--- src/rtl/seven_segment_arbiter_if.sv ---
// Requester-side bus of the display arbiter: request lines, packed data words and the registered grant/display outputs.
// Signals are level-based with no handshake; the arbiter side drives grant, owner, busy, addr and done.
interface seven_segment_arbiter_if #(
   parameter int AW   = 8,
   parameter int NREQ = 4
);
   logic [NREQ-1:0]    req;
   logic [NREQ*AW-1:0] data_in;
   logic [NREQ-1:0]    grant;
   logic [1:0]         owner;
   logic               busy;
   logic [AW-1:0]      addr;
   logic               done;

   modport master (output req, data_in, input grant, owner, busy, addr, done);
   modport slave  (input req, data_in, output grant, owner, busy, addr, done);
endinterface

--- src/rtl/seven_segment_arbiter.sv ---
// Round-robin sharing of the two-digit display among 4 requesters; all outputs registered, grant 1 cycle after req.
// No backpressure: the owner keeps the display until it drops req, or until its hold window expires while a competitor waits.
module seven_segment_arbiter #(
   parameter int            AW         = 8,
   parameter int            NREQ       = 4,
   parameter int            PRESCALE   = 12000000,
   parameter int            HOLD_TICKS = 2,
   parameter logic [AW-1:0] IDLE_CODE  = '0
) (
   input logic                   clk,
   input logic                   reset,
   seven_segment_arbiter_if.slave bus
);
   localparam int PW = (PRESCALE > 1) ? $clog2(PRESCALE) : 1;
   localparam int HW = $clog2(HOLD_TICKS + 1);

   typedef enum logic {IDLE, GRANT} state_t;

   state_t          state_q, state_d;
   logic [NREQ-1:0] grant_q, grant_d;
   logic [1:0]      owner_q, owner_d;
   logic            busy_q, busy_d;
   logic [AW-1:0]   addr_q, addr_d;
   logic            done_q, done_d;
   logic [1:0]      rr_q, rr_d;
   logic [PW-1:0]   pre_q, pre_d;
   logic [HW-1:0]   hold_q, hold_d;

   logic [AW-1:0]   data_arr [NREQ];
   logic [NREQ-1:0] others;
   logic            tick;
   logic            expired;
   logic            start;
   logic [1:0]      winner;

   // First set bit at or above ptr, wrapping; lower offsets overwrite higher ones.
   function automatic logic [1:0] rr_pick(input logic [NREQ-1:0] r, input logic [1:0] ptr);
      logic [1:0] idx;
      rr_pick = ptr;
      for (int i = NREQ - 1; i >= 0; i--) begin
         idx = ptr + 2'(i);
         if (r[idx]) rr_pick = idx;
      end
   endfunction

   always_comb begin
      for (int i = 0; i < NREQ; i++) data_arr[i] = bus.data_in[i*AW +: AW];
   end

   assign others = bus.req & ~grant_q;
   assign tick   = (pre_q == PW'(PRESCALE - 1));
   // Look ahead by the tick in flight so the window is exactly HOLD_TICKS*PRESCALE grant cycles.
   assign expired = (hold_q == HW'(HOLD_TICKS)) ||
                    (tick && (hold_q == HW'(HOLD_TICKS - 1)));

   always_comb begin
      state_d = state_q;
      grant_d = grant_q;
      owner_d = owner_q;
      busy_d  = busy_q;
      addr_d  = addr_q;
      done_d  = 1'b0;
      rr_d    = rr_q;
      pre_d   = pre_q;
      hold_d  = hold_q;
      start   = 1'b0;
      winner  = owner_q;

      case (state_q)
         IDLE: begin
            if (|bus.req) begin
               start  = 1'b1;
               winner = rr_pick(bus.req, rr_q);
            end
         end
         GRANT: begin
            if (!bus.req[owner_q]) begin
               done_d = 1'b1;
               rr_d   = owner_q + 2'd1;
               if (|bus.req) begin
                  start  = 1'b1;
                  winner = rr_pick(bus.req, owner_q + 2'd1);
               end else begin
                  state_d = IDLE;
                  grant_d = '0;
                  busy_d  = 1'b0;
                  addr_d  = IDLE_CODE;
               end
            end else if (expired && (|others)) begin
               done_d = 1'b1;
               rr_d   = owner_q + 2'd1;
               start  = 1'b1;
               winner = rr_pick(others, owner_q + 2'd1);
            end else begin
               addr_d = data_arr[owner_q];
               pre_d  = tick ? '0 : pre_q + PW'(1);
               if (tick && (hold_q != HW'(HOLD_TICKS))) hold_d = hold_q + HW'(1);
            end
         end
         default: state_d = IDLE;
      endcase

      if (start) begin
         state_d = GRANT;
         grant_d = NREQ'(1) << winner;
         owner_d = winner;
         busy_d  = 1'b1;
         addr_d  = data_arr[winner];
         pre_d   = '0;
         hold_d  = '0;
      end
   end

   always_ff @(posedge clk) begin
      if (reset) begin
         state_q <= IDLE;
         grant_q <= '0;
         owner_q <= '0;
         busy_q  <= 1'b0;
         addr_q  <= IDLE_CODE;
         done_q  <= 1'b0;
         rr_q    <= '0;
         pre_q   <= '0;
         hold_q  <= '0;
      end else begin
         state_q <= state_d;
         grant_q <= grant_d;
         owner_q <= owner_d;
         busy_q  <= busy_d;
         addr_q  <= addr_d;
         done_q  <= done_d;
         rr_q    <= rr_d;
         pre_q   <= pre_d;
         hold_q  <= hold_d;
      end
   end

   assign bus.grant = grant_q;
   assign bus.owner = owner_q;
   assign bus.busy  = busy_q;
   assign bus.addr  = addr_q;
   assign bus.done  = done_q;
endmodule
--- src/flat_wrapper.sv ---
// flat-port wrapper written by rule: the top's interface ports become plain ports
module seven_segment_arbiter_flat 
#(
   parameter int            AW         = 8,
   parameter int            NREQ       = 4,
   parameter int            PRESCALE   = 12000000,
   parameter int            HOLD_TICKS = 2,
   parameter logic [AW-1:0] IDLE_CODE  = '0
)
  (clk, reset, bus_req, bus_data_in, bus_grant, bus_owner, bus_busy, bus_addr, bus_done);
  seven_segment_arbiter_if #(.AW(AW), .NREQ(NREQ)) bus_i ();
  input logic clk;
  input logic reset;
  input wire logic [$bits(bus_i.req)-1:0] bus_req;
  input wire logic [$bits(bus_i.data_in)-1:0] bus_data_in;
  output wire logic [$bits(bus_i.grant)-1:0] bus_grant;
  output wire logic [$bits(bus_i.owner)-1:0] bus_owner;
  output wire logic [$bits(bus_i.busy)-1:0] bus_busy;
  output wire logic [$bits(bus_i.addr)-1:0] bus_addr;
  output wire logic [$bits(bus_i.done)-1:0] bus_done;
  assign bus_i.req = bus_req;
  assign bus_i.data_in = bus_data_in;
  assign bus_grant = bus_i.grant;
  assign bus_owner = bus_i.owner;
  assign bus_busy = bus_i.busy;
  assign bus_addr = bus_i.addr;
  assign bus_done = bus_i.done;
  seven_segment_arbiter #(.AW(AW), .NREQ(NREQ), .PRESCALE(PRESCALE), .HOLD_TICKS(HOLD_TICKS), .IDLE_CODE(IDLE_CODE)) u_core (.clk(clk), .reset(reset), .bus(bus_i));
endmodule
--- config.mk ---
export PLATFORM = sky130hd
export DESIGN_NAME = seven_segment_arbiter_flat
export DESIGN_NICKNAME = d
export VERILOG_FILES = /design/src/rtl/seven_segment_arbiter_if.sv /design/src/rtl/seven_segment_arbiter.sv /design/src/flat_wrapper.sv
export SDC_FILE = /design/constraint.sdc
export NUM_CORES = 1
export LEC_CHECK = 0
export ABC_AREA = 1
export CAP_MARGIN = 20
export CORE_MARGIN = 5
export CORE_UTILIZATION = 55
export DETAILED_ROUTE_END_ITERATION = 12
export GPL_ROUTABILITY_DRIVEN = 0
export GPL_TIMING_DRIVEN = 0
export PLACE_DENSITY_LB_ADDON = 0.3
export SYNTH_ARGS = -nofsm -noshare
export SYNTH_HDL_FRONTEND = slang
export SYNTH_SLANG_ARGS = --single-unit
--- constraint.sdc ---
create_clock -name clk -period 2.8 [get_ports clk]
set_input_delay 0.28 -clock clk [delete_from_list [all_inputs] [get_ports clk]]
set_output_delay 0.28 -clock clk [all_outputs]
set_load 0.03 [all_outputs]
After elaboration in Yosys (flattened, before gate mapping)
Cells that the tools add are included.
Widths: inputs -> output; s select.
{"block": "totals", "reg_bits": 45, "out_inout_bits": 16, "inputBits": 38, "word_cells": 132}
{"block": "op_classes", "muxes": 73, "n_shift": 1, "n_addsub": 9, "n_reduce_logical": 14, "eq_ne": 9, "bitwise": 6, "order_cmp": 11}
{"op": "$mux 8", "count": 9}
{"op": "$mux 2", "count": 18}
{"op": "$bmux 8 s2", "count": 2}
{"op": "$lt 2x3->1 const B", "count": 9}
{"op": "$bmux 1 s2", "count": 13}
{"op": "$add 24x1->24 const B", "count": 1}
{"op": "$eq 24x24->1 const B", "count": 1}
{"op": "$mux 1", "count": 24}
{"op": "$mux 24", "count": 1}
{"op": "$mux 4", "count": 4}
{"op": "$reduce_and 3->1", "count": 3}
{"op": "$add 2x1->2 const B", "count": 4}
{"op": "$add 2x2->2 const B", "count": 4}
{"op": "$reduce_or 4->1", "count": 2}
{"op": "$ge 3x3->1 const B", "count": 2}
{"op": "$not 2->3", "count": 2}
{"op": "$and 4x4->4", "count": 1}
{"op": "$ne 2x1->1 const B", "count": 2}
{"op": "$ne 2x2->1 const B", "count": 2}
{"op": "$not 4->4", "count": 1}
{"op": "$pmux 2 s2", "count": 1}
{"op": "$reduce_and 4->1", "count": 1}
{"op": "$reduce_or 2->1", "count": 2}
{"op": "$shl 1x2->4 const A", "count": 1}
{"op": "other kinds (10)", "count": 13}

Depth between registers and ports, before layout
{"block": "logic_depth", "depth_word": 16, "depth_mapped": 20, "depth_no_buf": 19}

Least setup slack after synthesis
Ideal clock, no wire load.
{"block": "synth_timing", "path_kind": "reg2reg", "start": "register u_core.owner_q[0], in the netlist u_core.bus.owner[0]", "end": "register u_core.pre_q[11]", "path_stages_with_launch": 17, "slack_ns": 0.539, "t_required_ns": 2.683, "path_buffers": 2, "setup_ns": 0.117, "t_arrival_ns": 2.144, "path_cell_list": "dfxtp_1 > buf_4 > nand2_1 > o21ai_1 > nand2_1 > nand2_2 > inv_2 > nor2_4 > inv_2 > nor2_2 > buf_6 > nand2_4 > nor4_4 > nand2_2 > nor2_4 > xor2_1 > nor2_1"}
{"block": "synth_via", "elab_chain_cells": 5}
{"item": "start: declaration", "line_no": "seven_segment_arbiter.sv:21", "rtl": "logic [1:0] owner_q, owner_d;"}
{"item": "start signal: assignment", "line_no": "seven_segment_arbiter.sv:128", "rtl": "owner_q <= owner_d;"}
{"item": "$bmux 1 s2 (*)", "line_no": "seven_segment_arbiter.sv:77", "rtl": "if (!bus.req[owner_q]) begin"}
{"item": "$mux 1 (not written as such) (*)", "line_no": "seven_segment_arbiter.sv:77"}
{"item": "$mux 1", "line_no": "seven_segment_arbiter.sv:77"}
{"item": "$pmux 1 s2", "line_no": "seven_segment_arbiter.sv:69", "rtl": "case (state_q)"}
{"item": "$reduce_or 2->1 (no line)"}
{"item": "end signal: assignment", "line_no": "seven_segment_arbiter.sv:133", "rtl": "pre_q <= pre_d;"}
{"item": "end: declaration", "line_no": "seven_segment_arbiter.sv:26", "rtl": "logic [PW-1:0] pre_q, pre_d;"}
Mark *: on every way between the ends. The rest lies on a longest branch, timed or not. The select of a mux whose other input is x is not followed.
A chain may end at the register's enable or synchronous reset.

Final worst setup path
{"block": "layout_timing", "start": "register u_core.pre_q[0]", "end": "register u_core.addr_q[6], in the netlist u_core.bus.addr[6]"}
{"block": "layout_via", "elab_chain_cells": 12}
{"item": "$eq 24x24->1 (*)", "line_no": "seven_segment_arbiter.sv:51", "rtl": "assign tick = (pre_q == PW'(PRESCALE - 1));"}
{"item": "$logic_and 1x1->1 (*)", "line_no": "seven_segment_arbiter.sv:54", "rtl": "(tick && (hold_q == HW'(HOLD_TICKS - 1)));"}
{"item": "$logic_or 1x1->1 (*)", "line_no": "seven_segment_arbiter.sv:53", "rtl": "assign expired = (hold_q == HW'(HOLD_TICKS)) ||"}
{"item": "$logic_and 1x1->1 (*)", "line_no": "seven_segment_arbiter.sv:89", "rtl": "end else if (expired && (|others)) begin"}
{"item": "$mux 2", "line_no": "seven_segment_arbiter.sv:89"}
{"item": "$mux 2", "line_no": "seven_segment_arbiter.sv:77"}
{"item": "$pmux 2 s2", "line_no": "seven_segment_arbiter.sv:69"}
{"item": "$not 2->3 (not written as such)", "line_no": "seven_segment_arbiter.sv:108", "rtl": "addr_d = data_arr[winner];"}
{"item": "$bmux 8 s2", "line_no": "seven_segment_arbiter.sv:108"}
{"item": "$mux 8 (not written as such) (2 in series)", "line_no": "seven_segment_arbiter.sv:108"}
{"item": "$mux 8", "line_no": "seven_segment_arbiter.sv:103", "rtl": "if (start) begin"}
{"item": "end signal: assignment", "line_no": "seven_segment_arbiter.sv:130", "rtl": "addr_q <= addr_d;"}
{"item": "end: declaration", "line_no": "seven_segment_arbiter.sv:23", "rtl": "logic [AW-1:0] addr_q, addr_d;"}
Marks and branches as above.

==> metrics <==
first-pass GRT wire length about 16000 um; largest net degree at the start of global routing 16; Setup TNS 0 ns; Cell Rows 28; hold buffers post-CTS 0; status complete, no violations; gr usage total between 20% and 30%; critical path arrival 2.74 ns; CTS tree done; CP required 3.03 ns; Routed WL 9520 um; critical path launch point type flip-flop; Critical Path Source u_core.pre_q[0]$_SDFFE_PP0P_; diodes inserted 0; CP endpoint kind flip-flop; fin crit period roughly 2.5 ns; min-delay worst type input pin to flip-flop; number of DRC violations after detailed-routing iteration 0 ~250; Buf/Inv on CP 1; sequential share of the synthesized area roughly a quarter; PortBufs 51; CTS Buffer Depth 2; clk_skew 0.0111 ns; die extent in y 88.5 um; Cell Pwr Density 646 nW/um2; asr flop ratio synth 0%; Reg2Reg Depth 20; number of global-route vias before repair 3693; worst reg2reg endpoint u_core.bus.addr[6]$_SDFFE_PP0P_; fmax about 0.40 GHz; MaxCap Viol Count 0; Worst-path clk slew around 0.09 ns; die area 7830 um2; TritonRoute pass-1 iters 5; ratio of final minimum period to clock period 89.5%; YS warnings 0; relative slew slack 60.1%; hold slack final 0.325 ns; CP max-delay cell dfxtp_1; CP Depth 20; insertion delay to the later sink of the worst-skew pair roughly 0.30 ns; Synth Instances 570; Crit Path Max Fanout 10; Leak 1.78 nW; Unique masters post-synth 38; Net Count, Synth 611; most common cell after layout, fill and taps aside nand2_1; antenna violations before repair 0; routed vias/inst 5.60; largest delay contributor family on the critical path simple AND/OR/NAND/NOR gates; Root Driver clkbuf_8; area of the multi-input gates 2140 um2; Die Width approximately 90 um; FF-to-FF Start u_core.pre_q[0]$_SDFFE_PP0P_; most frequent CP cell nand2_1; RSZ-0062 raised after global routing no; main flop type after synthesis dfxtp_1; total CTS buffers 5; Synth Cell Area between 3000 and 4000 um2; Area Growth Syn to Fin 20.6%; crit path to u_core.bus.addr[6]$_SDFFE_PP0P_; Detailed Place HPWL approximately 7100 um; H-tree lvl count 2; fillers 538; Overflow after GRT 0; postcts setup bufs 0; worst-margin pin slew 0.594 ns; layout cell share with drive strength beyond 1 7.31%; Reg area 901 um2; Syn Area/Cell 5.94 um2; most frequent cells in the layout nand2_1, inv_1, nand3_1, nor2_1, clkdlybuf4s50_1; Setup CP Type flip-flop to flip-flop; vias 3942; Post-synth EDFFs 0; worst hold start reset; Antenna Violating Nets Remaining 0; Seq cells post-synth 45; io pins 54; CTS Sinks 45; crit-path max cell delay 0.39 ns; worst-path cell chain ha_1 -> nand2_1 -> nor2_1 -> nand2_1 -> nor2_2 -> nand3_1 -> nand2_1 -> nand2_1 -> nand2_1 -> nand3_1 -> nand2_1 -> nand3_4 -> nand2_4 -> buf_6 -> nand2_1 -> nand2_1 -> nand2_1 -> nand2_1 -> nand2_1 -> a21oi_1; fin nets around 670; setup slack, reg-to-reg 0.29 ns; core area 5960 um2; Post-route DRC 0; WL per Instance 13.5 um; Setup Viol. Count Final 0; fin. max-slew vios 0; Resize count post-CTS 0; Initial Util 56.9%; Worst IR Drop VDD 0.368 mV; final hold vios 0
-- per-stage QoR --
step	setup slack, ns	power [mW]	util, %	area (um2)	instances
2_1_floorplan	0.539	1.78	-	3390	570
3_3_place_gp	0.136	2.19	67.0	3990	696
3_5_place_dp	0.0113	2.21	67.0	3990	696
4_1_cts	0.312	2.62	68.6	4080	704
5_1_grt	0.0248	2.82	68.6	4090	704
6_report	0.294	2.64	68.6	4090	704
-- worst reg2reg max path, cell delays in order, from the launching register on --
cell and delay (ns):
dfxtp_1 0.39, ha_1 0.18, nand2_1 0.07, nor2_1 0.12
nand2_1 0.11, nor2_2 0.16, nand3_1 0.09, nand2_1 0.07
nand2_1 0.09, nand2_1 0.11, nand3_1 0.07, nand2_1 0.11
nand3_4 0.16, nand2_4 0.12, buf_6 0.14, nand2_1 0.07
nand2_1 0.05, nand2_1 0.04, nand2_1 0.08, nand2_1 0.05
a21oi_1 0.16
-- Yosys cell counts (3+ instances only) --
cell type / n / area share, %
a21oi_1: 30 / 4.4
a31oi_1: 3 / 0.55
buf_2: 6 / 0.89
buf_4: 3 / 0.66
buf_6: 4 / 1.3
clkbuf_1: 8 / 0.89
dfxtp_1: 45 / 27
ha_1: 3 / 1.1
inv_1: 54 / 6.0
inv_2: 6 / 0.66
nand2_1: 185 / 20
nand2_2: 4 / 0.74
nand3_1: 54 / 8.0
nand4_1: 12 / 2.2
nor2_1: 53 / 5.9
nor2_2: 3 / 0.55
nor2_4: 4 / 1.3
nor3_1: 13 / 1.9
nor4_1: 3 / 0.55
o21a_1: 4 / 0.89
o21ai_0: 36 / 5.3
o21ai_1: 5 / 0.74
o22ai_1: 8 / 1.5
xnor2_1: 3 / 0.78
xor2_1: 6 / 1.6
-- per-layer routing --
layer	GRT usage [%]	share of wire, %	wire length (um)	vias to the layer above
met5	0	0	0	-
met2	44.1	48	4540	183
met1	30.4	43	4060	1750
li1	-	-	-	1978
met3	4.38	7.3	700	31
met4	9.07	2.4	227	0
-- layout make-up --
type / instances / share of cell area [%]
multi-input combinational: 444 / 52.3
tap: 75 / 2.30
clock buffer: 5 / 1.68
sequential: 45 / 22.1
clock inverter: 3 / 0.521
timing repair buffer: 51 / 12.5
inverter: 60 / 5.51
buffer: 21 / 3.12
-- power breakdown --
part	switching, mW	internal (mW)	total [mW]
combinational	0.924	0.528	1.45
clock	0.235	0.177	0.413
sequential	0.0645	0.711	0.776
total	1.22	1.42	2.64
-- flip-flops by register name (all words and copies together), names as in the netlist --
signal and count:
u_core.rr_q 2, u_core.state_q 1, u_core.bus.busy 1, u_core.bus.done 1, u_core.bus.addr 8, u_core.bus.grant 4
u_core.hold_q 2, u_core.bus.owner 2, u_core.pre_q 24
-- cell families (layout without fill, tap and decap cells) --
kind of cell	after synthesis	count (layout)	synth area share, %
compound gates	91	91	14.8
xor+xnor	9	9	2.33
fa+ha+maj	3	3	1.11
buf+inv	81	140	10.4
flops	45	45	26.6
simple gates	341	341	44.8
-- worst min-delay path by stage --
stage | end | cells after the start
detailed placement | u_core.pre_q[17]$_SDFFE_PP0P_ | 1
floorplan | u_core.pre_q[17]$_SDFFE_PP0P_ | 1
global route | u_core.bus.owner[1]$_SDFFE_PP0N_ | 2
global placement | u_core.pre_q[17]$_SDFFE_PP0P_ | 1
CTS | u_core.bus.owner[1]$_SDFFE_PP0N_ | 2
finish | u_core.bus.owner[1]$_SDFFE_PP0N_ | 2
(Power assumes the default switching activity.)
